$ cat src/rtl/upload_unpacker_if.sv
// Byte-stream input, raw payload output and per-frame status of the upload unpacker.
// master is the unpacker side; slave is the receiver/consumer side.
interface upload_unpacker_if;
   logic [7:0] packed_upload_data;
   logic       packed_upload_valid;
   logic       packed_upload_ready;
   logic       raw_upload_req;
   logic [7:0] raw_upload_data;
   logic [7:0] raw_upload_source;
   logic       raw_upload_valid;
   logic       raw_upload_ready;
   logic       frame_ok;
   logic       frame_error;

   modport master (
      input  packed_upload_data, packed_upload_valid, raw_upload_ready,
      output packed_upload_ready, raw_upload_req, raw_upload_data,
             raw_upload_source, raw_upload_valid, frame_ok, frame_error
   );

   modport slave (
      output packed_upload_data, packed_upload_valid, raw_upload_ready,
      input  packed_upload_ready, raw_upload_req, raw_upload_data,
             raw_upload_source, raw_upload_valid, frame_ok, frame_error
   );
endinterface

$ cat src/rtl/upload_unpacker.sv
// Unpacks AA 44 SRC LEN_H LEN_L payload CSUM frames and streams the payload out unbuffered.
//
// state     | meaning
// S_HUNT    | waiting for first header byte AA
// S_HDR2    | AA seen, waiting for 44
// S_SRC     | next byte is the source ID
// S_LEN_H   | next byte is length high
// S_LEN_L   | next byte is length low
// S_PAYLOAD | forwarding payload bytes to the raw side
// S_CSUM    | next byte is the checksum
module upload_unpacker #(
   parameter int MAX_LEN        = 1024,
   parameter int TIMEOUT_CYCLES = 4096
) (
   input  logic               clk,
   input  logic               rst,
   upload_unpacker_if.master  bus
);
   localparam int            TW      = (TIMEOUT_CYCLES > 0) ? $clog2(TIMEOUT_CYCLES + 1) : 1;
   localparam logic [TW-1:0] TMO_LIM = TW'(TIMEOUT_CYCLES);
   localparam logic [16:0]   LEN_LIM = 17'(MAX_LEN);

   typedef enum logic [2:0] {
      S_HUNT, S_HDR2, S_SRC, S_LEN_H, S_LEN_L, S_PAYLOAD, S_CSUM
   } state_t;

   state_t        state;
   logic [7:0]    len_h;
   logic [7:0]    csum;
   logic [7:0]    src_q;
   logic [7:0]    out_data;
   logic [15:0]   remaining;
   logic          out_valid;
   logic          out_last;
   logic          req_q;
   logic          ok_q;
   logic          err_q;
   logic [TW-1:0] tmo_cnt;

   logic          ready_c;
   logic          accept;
   logic          raw_hs;
   logic          tmo_hit;
   logic [7:0]    in_byte;
   logic [15:0]   len_full;

   assign in_byte  = bus.packed_upload_data;
   assign len_full = {len_h, in_byte};
   assign ready_c  = rst ? 1'b0 :
                     (state == S_PAYLOAD) ? (!out_valid || bus.raw_upload_ready) : 1'b1;
   assign accept   = bus.packed_upload_valid && ready_c;
   assign raw_hs   = out_valid && bus.raw_upload_ready;
   assign tmo_hit  = (TIMEOUT_CYCLES != 0) && (state != S_HUNT) && !accept && (tmo_cnt == TMO_LIM);

   always_ff @(posedge clk or posedge rst) begin
      if (rst) begin
         state     <= S_HUNT;
         len_h     <= '0;
         csum      <= '0;
         src_q     <= '0;
         out_data  <= '0;
         remaining <= '0;
         out_valid <= 1'b0;
         out_last  <= 1'b0;
         req_q     <= 1'b0;
         ok_q      <= 1'b0;
         err_q     <= 1'b0;
         tmo_cnt   <= '0;
      end else begin
         ok_q  <= 1'b0;
         err_q <= 1'b0;

         // req stays up until the final payload byte has left the output register
         if (raw_hs) begin
            out_valid <= 1'b0;
            if (out_last) begin
               req_q    <= 1'b0;
               out_last <= 1'b0;
            end
         end

         if (accept || state == S_HUNT)
            tmo_cnt <= '0;
         else if (tmo_cnt != TMO_LIM)
            tmo_cnt <= tmo_cnt + 1'b1;

         if (tmo_hit) begin
            err_q     <= 1'b1;
            out_valid <= 1'b0;
            out_last  <= 1'b0;
            req_q     <= 1'b0;
            tmo_cnt   <= '0;
            state     <= S_HUNT;
         end else if (accept) begin
            case (state)
               S_HUNT:
                  if (in_byte == 8'hAA) state <= S_HDR2;
               S_HDR2:
                  if (in_byte == 8'h44)      state <= S_SRC;
                  else if (in_byte != 8'hAA) state <= S_HUNT;
               S_SRC: begin
                  src_q <= in_byte;
                  csum  <= in_byte;
                  state <= S_LEN_H;
               end
               S_LEN_H: begin
                  len_h <= in_byte;
                  csum  <= csum + in_byte;
                  state <= S_LEN_L;
               end
               S_LEN_L: begin
                  csum      <= csum + in_byte;
                  remaining <= len_full;
                  if ({1'b0, len_full} > LEN_LIM) begin
                     err_q <= 1'b1;
                     state <= S_HUNT;
                  end else if (len_full == 16'd0) begin
                     state <= S_CSUM;
                  end else begin
                     req_q <= 1'b1;
                     state <= S_PAYLOAD;
                  end
               end
               S_PAYLOAD: begin
                  csum      <= csum + in_byte;
                  out_data  <= in_byte;
                  out_valid <= 1'b1;
                  remaining <= remaining - 1'b1;
                  if (remaining == 16'd1) begin
                     out_last <= 1'b1;
                     state    <= S_CSUM;
                  end
               end
               S_CSUM: begin
                  if (in_byte == csum) ok_q  <= 1'b1;
                  else                 err_q <= 1'b1;
                  state <= S_HUNT;
               end
               default: state <= S_HUNT;
            endcase
         end
      end
   end

   assign bus.packed_upload_ready = ready_c;
   assign bus.raw_upload_req      = req_q;
   assign bus.raw_upload_data     = out_data;
   assign bus.raw_upload_source   = src_q;
   assign bus.raw_upload_valid    = out_valid;
   assign bus.frame_ok            = ok_q;
   assign bus.frame_error         = err_q;
endmodule

$ cat src/flat_wrapper.sv
// flat-port wrapper written by rule: the top's interface ports become plain ports
module upload_unpacker_flat 
#(
   parameter int MAX_LEN        = 1024,
   parameter int TIMEOUT_CYCLES = 4096
)
  (clk, rst, bus_packed_upload_data, bus_packed_upload_valid, bus_raw_upload_ready, bus_packed_upload_ready, bus_raw_upload_req, bus_raw_upload_data, bus_raw_upload_source, bus_raw_upload_valid, bus_frame_ok, bus_frame_error);
  upload_unpacker_if bus_i ();
  input  logic clk;
  input  logic rst;
  input wire logic [$bits(bus_i.packed_upload_data)-1:0] bus_packed_upload_data;
  input wire logic [$bits(bus_i.packed_upload_valid)-1:0] bus_packed_upload_valid;
  input wire logic [$bits(bus_i.raw_upload_ready)-1:0] bus_raw_upload_ready;
  output wire logic [$bits(bus_i.packed_upload_ready)-1:0] bus_packed_upload_ready;
  output wire logic [$bits(bus_i.raw_upload_req)-1:0] bus_raw_upload_req;
  output wire logic [$bits(bus_i.raw_upload_data)-1:0] bus_raw_upload_data;
  output wire logic [$bits(bus_i.raw_upload_source)-1:0] bus_raw_upload_source;
  output wire logic [$bits(bus_i.raw_upload_valid)-1:0] bus_raw_upload_valid;
  output wire logic [$bits(bus_i.frame_ok)-1:0] bus_frame_ok;
  output wire logic [$bits(bus_i.frame_error)-1:0] bus_frame_error;
  assign bus_i.packed_upload_data = bus_packed_upload_data;
  assign bus_i.packed_upload_valid = bus_packed_upload_valid;
  assign bus_i.raw_upload_ready = bus_raw_upload_ready;
  assign bus_packed_upload_ready = bus_i.packed_upload_ready;
  assign bus_raw_upload_req = bus_i.raw_upload_req;
  assign bus_raw_upload_data = bus_i.raw_upload_data;
  assign bus_raw_upload_source = bus_i.raw_upload_source;
  assign bus_raw_upload_valid = bus_i.raw_upload_valid;
  assign bus_frame_ok = bus_i.frame_ok;
  assign bus_frame_error = bus_i.frame_error;
  upload_unpacker #(.MAX_LEN(MAX_LEN), .TIMEOUT_CYCLES(TIMEOUT_CYCLES)) u_core (.clk(clk), .rst(rst), .bus(bus_i));
endmodule
$ cat config.mk
export PLATFORM = sky130hd
export DESIGN_NAME = upload_unpacker_flat
export DESIGN_NICKNAME = d
export VERILOG_FILES = /design/src/rtl/upload_unpacker_if.sv /design/src/rtl/upload_unpacker.sv /design/src/flat_wrapper.sv
export SDC_FILE = /design/constraint.sdc
export NUM_CORES = 1
export LEC_CHECK = 0
export ABC_CLOCK_PERIOD_IN_PS = 3300
export CAP_MARGIN = 0
export CORE_ASPECT_RATIO = 0.5
export CORE_MARGIN = 3
export CORE_UTILIZATION = 45
export CTS_CLUSTER_SIZE = 10
export DETAILED_ROUTE_END_ITERATION = 6
export RECOVER_POWER = 50
export SLEW_MARGIN = 20
export SYNTH_ARGS = -nofsm -noshare
export SYNTH_HDL_FRONTEND = slang
export SYNTH_SLANG_ARGS = --single-unit
$ cat constraint.sdc
create_clock -name clk -period 3.3 [get_ports clk]
set_clock_uncertainty 0.2 [all_clocks]
set_input_delay 0.66 -clock clk [delete_from_list [all_inputs] [get_ports clk]]
set_output_delay 0.66 -clock clk [all_outputs]
set_load 0.03 [all_outputs]
==> out/results.txt, run 1 <==
Yosys printed 0 warnings. The unique cell type count in the Yosys netlist is 57. Endpoint type of the worst setup path: a primary output. The fraction of registers with async set or reset after synthesis was 1.00. Layout cell share with drive strength beyond 1: 0.137.

The first-pass iteration count of the detailed router was 5. Portion of synthesized cell area occupied by the leading cell type: 0.449. The final setup violation count is 0. The classification of the worst-slack hold path was flip-flop to flip-flop. The share of the core filled with cells is 0.574, and the biggest fanout along the worst timing path is 4. The flip-flop and latch count after synthesis works out to 69.

Entering global routing, the biggest net connects 38 pins. The number of global-route vias before repair is 3,206. Summing all multi-input logic gate instances after layout gives 2000 µm². At the end of routability-driven placement, the weighted congestion stood at 0.917. The DRC violation count after routing is 0. For the pin with the worst max-slew slack, the measured transition is 1.47 ns.

The region available for standard cell placement spans 8140 µm². VDD sags by at most 501 µV. The overall routing resource usage was 0.215; the initial antenna violation count was 0. The die outline area is 9750 µm². The height of the die is 71.3 µm, and the vias after detailed routing is 3,271. The run finished with clean final reports. The analysis attributes to cell leakage a power of 0.00199 µW.

The area growth from synthesis to layout is 21.8%. Yosys mapped a number of flops with a built-in enable equal to 0. Summed over all layers, the global routing overflow is 0. Dividing the detail-routed via count by the number of cells gives 5.72. The data arrival time of the critical path was 2.22 ns; the count of buffers added by post-CTS timing repair for setup was 0.

The clock tree synthesis step divided the H-tree into 3 levels. TritonCTS built the clock tree. The run gives 33 as the number of top-level pins. The logs give 0.449 for the share of synthesized area occupied by flip-flops and latches and 0 for the number of buffers inserted for hold repair after clock tree synthesis. The run gives 130 as the violation count after the first detailed-route iteration. The effective utilization at floorplan is 0.472. The detailed-route wire length was 9.74 mm. The clock reaches the later pin of the worst-skew pair after 0.33 ns. The data required time of the critical path is 2.44 ns.

The maximum achievable frequency was 0.325 GHz; the buffer levels on the longest clock path was 2. Synthesis produced a netlist whose cell count is 412. In this run the mean area of a mapped cell was 9.33 µm². Synthesis produced a netlist with a net count of 436. The layout has 741 filler cells.

The tree built by TritonCTS fans out to 69 sinks. The antenna diode count was 0. After synthesis, the cell types taking the most area are sky130_fd_sc_hd__dfrtp_1 (45%), sky130_fd_sc_hd__mux2_2 (6.2%), sky130_fd_sc_hd__a21oi_1 (5.6%).

Setup repair after global routing left no endpoint under its margin. In this run the remaining antenna-violating nets after routing total 0. By startpoint and endpoint, the worst setup path is classified as primary input to primary output. After clock tree synthesis, the clock-pin slew on the worst setup and hold paths is 0.05 ns. For the max-slew headroom at the worst pin, the log shows 0.0181.

Synthesized area: 3840 µm². Dividing the detail-routed wire length by the instance count gives 17.0 µm. The final layout contains 479 nets. Total power density per cell area: 946 nW/µm². The leading area contributor after synthesis is sky130_fd_sc_hd__dfrtp_1. The most used flip-flop cell after synthesis is sky130_fd_sc_hd__dfrtp_1. Max-cap violations in this run came to 0. The global-route wire length before repair was 16.3 mm.

Registers take 1730 µm². The tools report the type of element launching the critical path as a primary input. For the number of max-slew violations in the final report, the log shows 0. The root buffer selected by CTS was sky130_fd_sc_hd__clkbuf_16.

Count of input and output buffers: 32. The final-report hold violation count is 0. Row count: 23.

The wire-length estimate of the detail-placed layout is 7.04 mm. Clock period minus final worst setup slack: 3.08 ns. The die extent in x was 137 µm. Summed over all failing endpoints, the final setup total negative slack is 0 ns. Gates resized during post-CTS repair numbered 0.

The final critical-path share of the clock period is 0.932, and the number of buffers created by CTS is 9.
==> synth_stat cells (2+ instances only) <==
cell / instances
sky130_fd_sc_hd__a211oi_1: 2
sky130_fd_sc_hd__a21oi_1: 43
sky130_fd_sc_hd__a22oi_1: 3
sky130_fd_sc_hd__and3_1: 6
sky130_fd_sc_hd__and3b_1: 2
sky130_fd_sc_hd__clkbuf_1: 15
sky130_fd_sc_hd__dfrtp_1: 69
sky130_fd_sc_hd__ha_1: 11
sky130_fd_sc_hd__inv_1: 10
sky130_fd_sc_hd__mux2_2: 21
sky130_fd_sc_hd__mux2i_1: 2
sky130_fd_sc_hd__nand2_1: 33
sky130_fd_sc_hd__nand2b_1: 6
sky130_fd_sc_hd__nand3_1: 15
sky130_fd_sc_hd__nand3b_1: 2
sky130_fd_sc_hd__nor2_1: 53
sky130_fd_sc_hd__nor2b_1: 6
sky130_fd_sc_hd__nor3_1: 11
sky130_fd_sc_hd__nor4_1: 6
sky130_fd_sc_hd__nor4b_1: 4
sky130_fd_sc_hd__o211ai_1: 3
sky130_fd_sc_hd__o21a_1: 6
sky130_fd_sc_hd__o21ai_0: 21
sky130_fd_sc_hd__o22ai_1: 7
sky130_fd_sc_hd__o31a_1: 2
sky130_fd_sc_hd__o32ai_1: 3
sky130_fd_sc_hd__or2_2: 4
sky130_fd_sc_hd__or3_1: 2
sky130_fd_sc_hd__or4_1: 5
sky130_fd_sc_hd__xnor2_1: 5
sky130_fd_sc_hd__xor2_1: 8
==> state kept, by name, summed over array words and instances, names as in the netlist <==
name and cells:
u_core.remaining 16, u_core.bus.frame_ok 1, u_core.csum 8, u_core.len_h 8
u_core.state 3, u_core.bus.raw_upload_source 8, u_core.out_last 1, u_core.bus.raw_upload_valid 1
u_core.bus.raw_upload_req 1, u_core.bus.frame_error 1, u_core.bus.raw_upload_data 8, u_core.tmo_cnt 13
==> layout by cell type (no fill, tap or decap), drive strengths merged, types with 3 or more instances in the layout <==
master and count:
nor3 11, mux2 21, nor2 53, or3 3
a21oi 43, nand3 15, clkbuf 14, or4 6
inv 10, clkdlybuf4s50 26, buf 14, nand2 33
and3 7, nand2b 6, a22oi 3, a211oi 3
o21ai 21, or2 4, ha 11, o22ai 7
o21a 6, xnor2 5, dlygate4sd3 6, o211ai 3
nor4 6, xor2 8, clkinvlp 3, dfrtp 69
nor2b 6, nor4b 4, o32ai 3
==> critical path, stage by stage <==
cell and delay, ns:
sky130_fd_sc_hd__clkdlybuf4s50_1 0.51, sky130_fd_sc_hd__and2b_1 0.23, sky130_fd_sc_hd__a21oi_1 0.14, sky130_fd_sc_hd__clkdlybuf4s50_1 0.68
==> cell families after synthesis <==
| kind of cell | count (synthesis) | share of synthesized area |
|---|---|---|
| AND/OR/NAND/NOR | 165 | 0.218 |
| AO/OA/AOI/OAI | 103 | 0.166 |
| flip-flops | 69 | 0.449 |
| buffers and inverters | 27 | 0.0300 |
| multiplexers | 23 | 0.0668 |
| XOR/XNOR | 13 | 0.0296 |
| adder cells (fa/ha/maj) | 12 | 0.0410 |
==> power breakdown <==
group          leakage [µW]  internal [µW]  switching, µW
combinational      0.000978            805           1060
clock              0.000154            702            360
sequential         0.000861           1180            315
==> path summary, 6_finish.rpt <==
kind	from	to	slack, ns	cells after the start
worst max register to register	u_core.remaining[2]$_DFFE_PP0P_	u_core.state[0]$_DFFE_PP0P_	0.80	6
worst min-delay path	u_core.bus.raw_upload_source[0]$_DFFE_PP0P_	u_core.bus.raw_upload_source[0]$_DFFE_PP0P_	0.30	1
worst min register to register	u_core.bus.raw_upload_source[0]$_DFFE_PP0P_	u_core.bus.raw_upload_source[0]$_DFFE_PP0P_	0.30	1
min in group asynchronous	rst	u_core.state[2]$_DFFE_PP0P_	0.66	2
max in group asynchronous	rst	u_core.remaining[5]$_DFFE_PP0P_	0.51	3
worst max-delay path	bus_raw_upload_ready	bus_packed_upload_ready	0.22	4
==> layout make-up <==
type / instances / area share
clock buffer: 11 / 0.0540
inverter: 10 / 0.00802
multi-input combinational: 316 / 0.428
sequential: 69 / 0.369
tap: 112 / 0.0300
timing repair buffer: 49 / 0.0936
clock inverter: 5 / 0.0177
==> metal layers <==
layer | global-route usage | routed length, µm
met5 | 0 | 0
met4 | 0.0425 | 64
met3 | 0.0596 | 473
met2 | 0.336 | 4550
met1 | 0.302 | 4650
==> through the flow <==
step | instance area, µm² | hold slack (ns) | total power (µW) | worst slack, ns | cells
finish | 4680 | 0.301 | 4430 | 0.223 | 572
global route | 4680 | 0.320 | 4740 | 0.123 | 572
CTS | 4700 | 0.310 | 4460 | 0.219 | 572
detailed placement | 4370 | 0.288 | 3360 | 0.199 | 556
global placement | 4370 | 0.284 | 3310 | 0.243 | 556
floorplan | 3840 | 0.268 | 2780 | 0.700 | 412
(Power assumes the default switching activity.)
==> run 2: changes to the inputs <==
ABC_CLOCK_PERIOD_IN_PS = unset   (was 3300)
MAX_ROUTING_LAYER = met4   (was unset)
==> run 2 against run 1 <==
Global-route usage is 0.68 points higher. Clock power about the same. Sequential share of layout area unchanged. First-iteration DRC count is 25% higher. Total power about the same. Via count fell by 0.70%. Critical endpoint unchanged. Highest routed layer unchanged.
==> out/results.txt, run 2 (synthesized netlist as in run 1, its figures left out) <==
The cell depth of the worst hold path was 1; the final-report hold violation count was 0. Classification of the worst-slack hold path: flip-flop to flip-flop. The initial antenna violation count was 0. The reported max-cap violation count is 0, and the placeable core region is 8140 µm². The first-pass iteration count of the detailed router came out at 4.

The tree built by TritonCTS fans out to 69 sinks. The tools report the placed wire-length estimate as 7.04 mm. After filler insertion, the fill cell instance count of the layout stands at 741. The final critical-path share of the clock period was 0.932. Entering global routing, the biggest net connects 38 pins.

The repair_antennas step left the layout with diodes totalling 0. The most used cell along the critical path is sky130_fd_sc_hd__clkdlybuf4s50_1. The critical path in this run is classified as primary input to primary output. At the worst endpoint, the required time is 2.44 ns. For this design the ratio of total power to cell area is 947 nW/µm². The signal on the critical path passes through clkdlybuf4s50_1 -> and2b_1 -> a21oi_1 -> clkdlybuf4s50_1. The tools report the origin of the worst min-delay path as u_core.bus.raw_upload_source[7]$_DFFE_PP0P_.

For the reg2reg setup slack, the log shows 0.76 ns. Setup violations remaining at the end of the flow were counted as 0. The launch instance of the worst register-to-register path was u_core.remaining[2]$_DFFE_PP0P_. The tools report the number of buffers created by CTS as 9. The register with the most flip-flops in the layout has 16 of them. For the number of buffers inserted for hold repair after clock tree synthesis, the log shows 0.

In this run the worst path has a maximum fanout of 4. The finished cells cover 4680 µm². After detailed routing, the total wire length is 9.75 mm. Setup repair after global routing left no endpoint under its margin. In this run the tool buffered the top-level ports with 32 buffer cells.

Clock-pin slew was measured on the worst setup and hold paths at 0.05 ns. The number of buffers and inverters on the critical path is 2. Once the clock tree was built, the setup fixing pass inserted 0 buffers. The endpoint of the worst-slack reg-to-reg timing path is u_core.state[0]$_DFFE_PP0P_. The number of nets still failing antenna checks after routing is 0. The type of element launching the critical path was a primary input. The final total negative setup slack was 0 ns.

The die outline area was 9750 µm². The number of top-level pins was 33. Row count: 23. The number of max-slew violations in the final report was 0. Leaving out fill and tap cells, the most frequent cells in the layout are sky130_fd_sc_hd__dfrtp_1 (69), sky130_fd_sc_hd__nor2_1 (53), sky130_fd_sc_hd__a21oi_1 (43), sky130_fd_sc_hd__nand2_1 (33), sky130_fd_sc_hd__clkdlybuf4s50_1 (26).

The DRC violation count after routing was 0. The flow ran to the end, and the final reports show no timing, DRC or antenna violations. The area growth from synthesis to layout is 21.8%. Summed over all layers, the global routing overflow is 0. The number of placed instances with taps included was 556; the worst stage delay on the critical path was 0.68 ns.

Counting flops per register, the top entry is u_core.remaining. In the final design database the tool counted 479 nets. For the overall routing resource usage, the log shows 0.221. The root buffer selected by CTS is sky130_fd_sc_hd__clkbuf_16.

The logic depth of the worst register-to-register path works out to 6. Measured along the y axis, the die boundary spans 71.3 µm. The maximum achievable frequency is 0.325 GHz, and the source-to-sink clock delay at the later pin of the worst-skew pair is 0.33 ns.

Placement-stage cell area: 4370 µm². Routability-driven placement finished with a final weighted congestion of 0.933. Die extent in x: 137 µm. In this run the deepest clock path goes through 2 buffers.

The transition time at the pin with the least slew margin is 1.46 ns. The tools report the vias after detailed routing as 3,248. The endpoint of the worst hold-timing path was u_core.bus.raw_upload_source[7]$_DFFE_PP0P_.

Power comes to 4430 µW. Max-slew headroom at the worst pin: 0.0258. Once the clock tree was built, the resizer swapped 0 gates to a different size.

The top cell family by delay on the critical path is buffers and inverters. The largest registers in the layout are u_core.remaining (16), u_core.tmo_cnt (13). In the final routed layout, each cell accounts on average for 17.1 µm. For the finished layout, the period the worst path requires is 3.08 ns. The library cell contributing the largest single delay on the critical path was sky130_fd_sc_hd__clkdlybuf4s50_1.

The layout cell share with drive strength beyond 1 is 0.137. The number of global-route vias before repair is 3,209, and the global-route wire length before repair is 16.3 mm. Tracing the worst setup path back leads to its startpoint at bus_raw_upload_ready. STA classifies the critical path endpoint as a primary output. The run gives 502 µV as the worst voltage drop across the vdd grid.

The detailed router finished its first iteration with 162 violations. The H-tree generated during clock tree synthesis spans 3 levels. TritonCTS built the clock tree. For the filler-free cell count of the finished design, the log shows 572.

Effective utilization at floorplan: 0.472. Leaving out fill and tap cells, the most frequent cell in the layout is sky130_fd_sc_hd__dfrtp_1. For this design the static power due to leakage is 0.00199 µW.

For the data arrival time of the critical path, the log shows 2.22 ns. Dividing the detail-routed via count by the number of cells gives 5.68.
## run 2: cell counts in the layout (fill, tap and decap cells not counted)
No cell type changed its count.
## run 2: stage by stage
stage | utilization | setup slack [ns] | hold slack [ns]
2_1_floorplan | - | 0.700 | 0.268
4_1_cts | 0.577 | 0.219 | 0.310
5_1_grt | 0.574 | 0.123 | 0.320
6_report | 0.574 | 0.223 | 0.301
3_3_place_gp | 0.536 | 0.243 | 0.284
3_5_place_dp | 0.536 | 0.199 | 0.288
## run 2: cell type report
cell class | instances | area (µm²) | share of cell area
inverter | 10 | 37.5 | 0.00802
clock buffer | 11 | 253 | 0.0540
sequential | 69 | 1730 | 0.369
tap | 112 | 140 | 0.0300
timing repair buffer | 49 | 438 | 0.0936
multi-input combinational | 316 | 2000 | 0.428
clock inverter | 5 | 82.6 | 0.0177
## run 2: how the worst max path moves through the flow
stage,endpoint,cells after the start,slack [ns]
2_1_floorplan,u_core.bus.frame_error$_DFF_PP0_,1,0.70
3_3_place_gp,bus_packed_upload_ready,4,0.24
3_5_place_dp,u_core.csum[7]$_DFFE_PP0P_,8,0.20
4_1_cts,bus_packed_upload_ready,4,0.22
5_1_grt,u_core.remaining[4]$_DFFE_PP0P_,3,0.12
6_report,bus_packed_upload_ready,4,0.22
## run 2: worst register-to-register path, delay by kind of cell (launching register included)
kind,cells,cell delay [ns]
flip-flops,1,0.43
AND/OR/NAND/NOR,5,1.47
AO/OA/AOI/OAI,1,0.29
## run 2: metal layers
layer  track usage  routed length (µm)  vias up
met2         0.337                4510       76
met4        0.0425                  68        0
met5             -                   0        -
met1         0.303                4750     1585
li1              -                   -     1579
met3        0.0582                 425        8
## run 2: report_power, final
group	total [µW]	switching, µW	internal, µW	leakage [µW]
Sequential	1500	314	1180	0.000861
Combinational	1870	1060	806	0.000978
Clock	1070	363	702	0.000154
Total	4430	1740	2690	0.00199
